<file path="config.mk">
export PLATFORM = sky130hd
export DESIGN_NAME = autocomplete_sweeper
export DESIGN_NICKNAME = d
export VERILOG_FILES = /design/src/rtl/autocomplete_sweeper.sv
export SDC_FILE = /design/constraint.sdc
export NUM_CORES = 1
export LEC_CHECK = 0
export ABC_CLOCK_PERIOD_IN_PS = 4400
export CAP_MARGIN = 20
export CORE_ASPECT_RATIO = 0.5
export CORE_MARGIN = 2
export CORE_UTILIZATION = 46
export CTS_CLUSTER_SIZE = 12
export DETAILED_ROUTE_END_ITERATION = 8
export GPL_ROUTABILITY_DRIVEN = 0
export PLACE_DENSITY = 0.76
export SKIP_LAST_GASP = 1
export SYNTH_ARGS = -nofsm -noshare
export SYNTH_HDL_FRONTEND = slang
export SYNTH_SLANG_ARGS = --single-unit
</file>
<file path="constraint.sdc">
create_clock -name clk -period 4.4 [get_ports clk]
set_input_delay 0.44 -clock clk [delete_from_list [all_inputs] [get_ports clk]]
set_output_delay 0.44 -clock clk [all_outputs]
set_load 0.02 [all_outputs]
</file>
<file path="src/rtl/autocomplete_sweeper.sv">
// Walks the active n x m Trax area cell by cell, feeding an external AutoComplete block, writing back forced tiles.
// Optional fill counter: define AUTOCOMPLETE_FILL_COUNT_EN. Empty cell 7 cycles, occupied 3; RAM has no backpressure.
module autocomplete_sweeper #(
    parameter int MAX_ROW    = 20,
    parameter int MAX_COL    = 20,
    parameter int ADDR_W     = 9,
    parameter int MAX_PASSES = 16
) (
    input  logic              clk,
    input  logic              rst,
    input  logic              start,
    input  logic [9:0]        n,
    input  logic [9:0]        m,
    output logic              busy,
    output logic              done,
    output logic              err,
    output logic [4:0]        passes,
    output logic              rd_en,
    output logic [ADDR_W-1:0] rd_addr,
    input  logic [2:0]        rd_data,
    output logic              wr_en,
    output logic [ADDR_W-1:0] wr_addr,
    output logic [2:0]        wr_data,
    output logic [2:0]        ac_curr,
    output logic [2:0]        ac_up,
    output logic [2:0]        ac_right,
    output logic [2:0]        ac_down,
    output logic [2:0]        ac_left,
    output logic [9:0]        ac_i,
    output logic [9:0]        ac_j,
    input  logic              ac_changed,
    input  logic [2:0]        ac_out,
    output logic [15:0]       fill_count
);

    typedef enum logic [3:0] {
        S_IDLE, S_C, S_U, S_R, S_D, S_L, S_E, S_W, S_NXT, S_PASS, S_DONE
    } state_t;

    localparam logic [9:0] ROWS = 10'(MAX_ROW);
    localparam logic [9:0] COLS = 10'(MAX_COL);
    localparam logic [4:0] PMAX = 5'(MAX_PASSES);

    state_t     state;
    logic [9:0] n_r, m_r;
    logic       pass_dirty;

    function automatic logic [ADDR_W-1:0] cell_addr(input logic [9:0] r, input logic [9:0] c);
        return ADDR_W'(32'(r) * 32'(MAX_COL) + 32'(c));
    endfunction

    logic has_up, has_right, has_down, has_left, last_col, last_row, bad_size;
    assign has_up    = (ac_i != 10'd0);
    assign has_right = ((ac_j + 10'd1) < m_r);
    assign has_down  = ((ac_i + 10'd1) < n_r);
    assign has_left  = (ac_j != 10'd0);
    assign last_col  = (ac_j == m_r - 10'd1);
    assign last_row  = (ac_i == n_r - 10'd1);
    assign bad_size  = (n == 10'd0) || (m == 10'd0) || (n > ROWS) || (m > COLS);

    // Read strobe is a state decode so the up-read can depend on the centre arriving this cycle.
    always_comb begin
        rd_en   = 1'b0;
        rd_addr = '0;
        case (state)
            S_C: begin rd_en = 1'b1; rd_addr = cell_addr(ac_i, ac_j); end
            S_U: if (rd_data == 3'b000 && has_up) begin
                rd_en = 1'b1; rd_addr = cell_addr(ac_i - 10'd1, ac_j);
            end
            S_R: if (has_right) begin rd_en = 1'b1; rd_addr = cell_addr(ac_i, ac_j + 10'd1); end
            S_D: if (has_down)  begin rd_en = 1'b1; rd_addr = cell_addr(ac_i + 10'd1, ac_j); end
            S_L: if (has_left)  begin rd_en = 1'b1; rd_addr = cell_addr(ac_i, ac_j - 10'd1); end
            default: ;
        endcase
    end

    assign wr_en   = (state == S_W) && ac_changed;
    assign wr_addr = wr_en ? cell_addr(ac_i, ac_j) : '0;
    assign wr_data = wr_en ? ac_out : 3'b000;

    always_ff @(posedge clk) begin
        if (rst) begin
            state      <= S_IDLE;
            busy       <= 1'b0;
            done       <= 1'b0;
            err        <= 1'b0;
            passes     <= '0;
            n_r        <= '0;
            m_r        <= '0;
            pass_dirty <= 1'b0;
            ac_curr    <= '0;
            ac_up      <= '0;
            ac_right   <= '0;
            ac_down    <= '0;
            ac_left    <= '0;
            ac_i       <= '0;
            ac_j       <= '0;
        end else begin
            done <= 1'b0;
            case (state)
                S_IDLE: if (start) begin
                    passes <= '0;
                    if (bad_size) begin
                        done  <= 1'b1;
                        err   <= 1'b1;
                        state <= S_DONE;
                    end else begin
                        n_r        <= n;
                        m_r        <= m;
                        busy       <= 1'b1;
                        err        <= 1'b0;
                        pass_dirty <= 1'b0;
                        ac_i       <= '0;
                        ac_j       <= '0;
                        state      <= S_C;
                    end
                end
                S_C: state <= S_U;
                S_U: begin
                    ac_curr <= rd_data;
                    state   <= (rd_data != 3'b000) ? S_NXT : S_R;
                end
                S_R: begin ac_up    <= has_up    ? rd_data : 3'b000; state <= S_D; end
                S_D: begin ac_right <= has_right ? rd_data : 3'b000; state <= S_L; end
                S_L: begin ac_down  <= has_down  ? rd_data : 3'b000; state <= S_E; end
                S_E: begin ac_left  <= has_left  ? rd_data : 3'b000; state <= S_W; end
                // The write cycle also advances, keeping an empty cell at 7 cycles.
                S_W, S_NXT: begin
                    if (state == S_W && ac_changed)
                        pass_dirty <= 1'b1;
                    if (last_col) begin
                        ac_j <= '0;
                        if (last_row) begin
                            state <= S_PASS;
                        end else begin
                            ac_i  <= ac_i + 10'd1;
                            state <= S_C;
                        end
                    end else begin
                        ac_j  <= ac_j + 10'd1;
                        state <= S_C;
                    end
                end
                S_PASS: begin
                    if (passes < PMAX)
                        passes <= passes + 5'd1;
                    if (!pass_dirty || (passes + 5'd1 >= PMAX)) begin
                        done  <= 1'b1;
                        busy  <= 1'b0;
                        err   <= pass_dirty;
                        state <= S_DONE;
                    end else begin
                        pass_dirty <= 1'b0;
                        ac_i       <= '0;
                        ac_j       <= '0;
                        state      <= S_C;
                    end
                end
                S_DONE:  state <= S_IDLE;
                default: state <= S_IDLE;
            endcase
        end
    end

`ifdef AUTOCOMPLETE_FILL_COUNT_EN
    always_ff @(posedge clk) begin
        if (rst)
            fill_count <= '0;
        else if (state == S_IDLE && start)
            fill_count <= '0;
        else if (wr_en && fill_count != 16'hFFFF)
            fill_count <= fill_count + 16'd1;
    end
`else
    assign fill_count = '0;
`endif

endmodule
</file>
==> flow_summary.yaml <==
sta:
  slew_violations: 0
  fmax_mhz: 237.1
  finClkSkew_ns: 0.01053
  fin_crit_sh_pct: 95.86
  fin_tns_setup_ns: 0
  finalHoldViolCount: 0
  max_slew_margin_pct: 37.08
  finalSetupViolations: 0
  period_minus_slack_ns: 4.218
  tightest_slew_ns: 0.9375
global_route:
  grt_usage_pct: 25.35
  grt_max_degree: 50
  grt_pass1_wl_mm: 30.35
  grt_overflow_total: 0
  grt_pass1_vias: 5903
  antenna_found_initial: 1
route:
  wire_per_inst_um: 17.18
  drc: 0
  topRoutingLayerUsed: "met5"
  vias_per_cell: 5.662
  dr_wl_met2_mm: 7.951
  wirelength_mm: 19.17
  wl_met3_mm: 1.970
  ant_nets: 0
  drtPass1Iterations: 5
  dr.first_iter.drc_count: 536
  dr_total_vias: 6319
  met1_length_mm: 8.832
synth:
  synth.top_cells.by_area: "dfxtp_1 (21%), ha_1 (16%), xnor2_1 (6.3%)"
  synthDistinctLibCells: 71
  synthSimpleGateAreaFrac_pct: 20.49
  syn_area_per_cell_um2: 8.125
  yosys_warnings: 0
  synth_ff_type: "dfxtp_1"
  synth_compound_area_share_pct: 17.26
  synth_top_area_share_pct: 20.84
  seq_area_frac_synth_pct: 20.84
  synth-edff-count: 0
  ys_top_cells_by_count: "ha_1 (85), nor2_1 (78), dfxtp_1 (68)"
  synth_adder_area_share_pct: 18.73
  postSynthCellCount: 804
  muxShareOfSynthArea_pct: 4.233
  synth-seq-cells: 68
  synthXorXnorAreaFrac_pct: 10.75
  async_reset_ff_share_pct: 0
  synth_most_common_cell: "ha_1"
  synth_top_family_by_area: "simple AND/OR/NAND/NOR gates"
  synth_area_leader_cell: "dfxtp_1"
  syn-cell-area_um2: 6533
finish:
  area_delta_synth_final_pct: 25.45
  design_area_um2: 8195
  diodes: 0
  nNetsFinal: 1042
  drive_above_1_share_pct: 8.550
worst_setup_path:
  cp-startpoint: "ac_i[0]"
  worstSetupEndpoint: "rd_addr[6]"
  critical_path.cell_chain: "inv_1 -> ha_1 -> inv_1 -> ha_1 -> ha_1 -> fa_1 -> ha_1 -> inv_1 -> and3_1 -> o32a_1 -> o41a_1 -> o211ai_1 -> dlygate4sd2_1"
  critPathLaunchType: "flip-flop"
  cp.depth: 13
  r2r_slack_ns: 1.43
  critical_path_required_ns: 3.96
  crit_type: "reg2out"
  slowest_stage: "fa_1"
  regToRegEndpoint: "ac_i[0]"
  reg2reg_from: "m_r[0]"
  cpMostUsedCell: "ha_1"
  crit_buf_inv: 4
  crit_fanout: 5
  arrival_ns: 3.78
  r2r_cells: 10
  crit_family: "adder cells"
  slowest_delay_ns: 0.44
  end_kind: "primary output"
clock_network:
  clockRootBuffer: "clkbuf_16"
  cts_setup_buffers: 0
  ctsLongestPathBuffers: 2
  cts_buffers: 9
  clkSinkCount: 68
  cts.htree.levels: 3
  insertion_delay_ns: 0.34
  cts_tree: "done"
  clkTransAtPathRegs_ns: 0.06
hold_path:
  holdCritPathClass: "reg2reg"
  holdPathStages: 2
placed_design:
  post-dp-hpwl_mm: 15.33
  portBuffers: 95
  dpl_cell_area_um2: 7815
pwr:
  leakagePower_nw: 3.604
  ir_worst_vdd_mv: 0.2347
  p_per_area_nw_per_um2: 323.1
die:
  row_count: 30
  coreArea_um2: 13700
  io_pins: 112
  die_h_um: 88.27
  dieArea_um2: 15230
  initial_core_util_pct: 47.68
  die_x_um: 172.5
outcome:
  status: "finished clean"
job:
  max_cap_viol_count: 0
## placed cells by master, fill, tap and decap left out, types with 4 or more instances in the layout
| cell type | count |
|---|---|
| fa_1 | 8 |
| a21o_1 | 13 |
| nand2b_1 | 14 |
| nor4_1 | 6 |
| nand4_1 | 6 |
| and2_1 | 7 |
| buf_4 | 38 |
| a211oi_1 | 4 |
| clkbuf_16 | 9 |
| and3_1 | 13 |
| a221oi_1 | 6 |
| nand3_1 | 19 |
| xnor2_1 | 46 |
| conb_1 | 16 |
| o211ai_1 | 7 |
| a22oi_1 | 15 |
| dfxtp_1 | 66 |
| mux2i_1 | 25 |
| nor2_1 | 76 |
| nor3_1 | 34 |
| or3_1 | 5 |
| nand2_1 | 40 |
| xor2_1 | 28 |
| o21ai_0 | 24 |
| o21bai_1 | 4 |
| nor2b_1 | 14 |
| inv_1 | 67 |
| dlymetal6s2s_1 | 7 |
| clkdlybuf4s50_1 | 85 |
| a21oi_1 | 53 |
| o21a_1 | 5 |
| ha_1 | 85 |
| nor2_2 | 4 |
| a311oi_1 | 7 |
## metrics by stage
step / power (mW) / utilization (%) / cells / hold slack [ns] / worst slack [ns]
floorplan: 1.523 / - / 819 / 0.4563 / 0.5516
global placement: 1.819 / 57.04 / 1100 / 0.4414 / 0.2842
detailed placement: 1.845 / 57.04 / 1100 / 0.4508 / 0.2238
CTS: 2.648 / 59.43 / 1116 / 0.4625 / 0.01726
global route: 2.811 / 59.82 / 1116 / 0.5030 / -0.009795
finish: 2.648 / 59.82 / 1116 / 0.4618 / 0.1823
## power by group
group | switching, mW | internal, mW | total (mW)
registers | 0.0420 | 0.646 | 0.688
logic | 0.653 | 0.511 | 1.16
clock network | 0.284 | 0.511 | 0.796
total | 0.979 | 1.67 | 2.65
## tightest hold or removal path: stages (launching register included)
cell and delay (ns):
dfxtp_1 0.31, nand2_1 0.05, a21oi_1 0.05
## flip-flops by register name, indices dropped and copies added (netlist names), 4 cells and up
name,cells
passes,5
ac_j,10
n_r,10
m_r,10
ac_i,10
state,4
## cell families after synthesis
family / count (synthesis)
and+or+nand+nor: 262
DFF: 68
muxes: 27
buffers and inverters: 111
adders and majority gates: 93
other: 1
AOI/OAI and AO/OA: 165
xor gates and xnor gates: 77
## cell type report
class	instances	area, µm²
inverter	67	251.5
timing repair buffer	133	1242
clock inverter	6	86.33
sequential	68	1364
tap	192	240.2
clock buffer	10	239.0
multi-input combinational	640	4772
fill	1207	5505
## layer usage
metal | GRT usage [%] | vias up
met1 | 34.02 | 2940
met4 | 8.003 | 2
li1 | - | 3048
met5 | 0 | -
met2 | 39.65 | 290
met3 | 7.560 | 39
## worst min-delay path by stage
stage / from / end
floorplan: m_r[9] / m_r[9]
global placement: ac_right[2] / ac_right[2]
CTS: ac_right[2] / ac_right[2]
finish: ac_right[2] / ac_right[2]
global route: rst / ac_j[1]
detailed placement: ac_right[2] / ac_right[2]
## what timing repair did
item                                   4_1_cts  5_1_grt
resized for setup                            3       18
pin swaps                                    0        0
hold buffers                                 0        0
setup endpoints to repair                    2       10
endpoints found under the hold margin        0        0
Power figures use the tool's default switching activity.
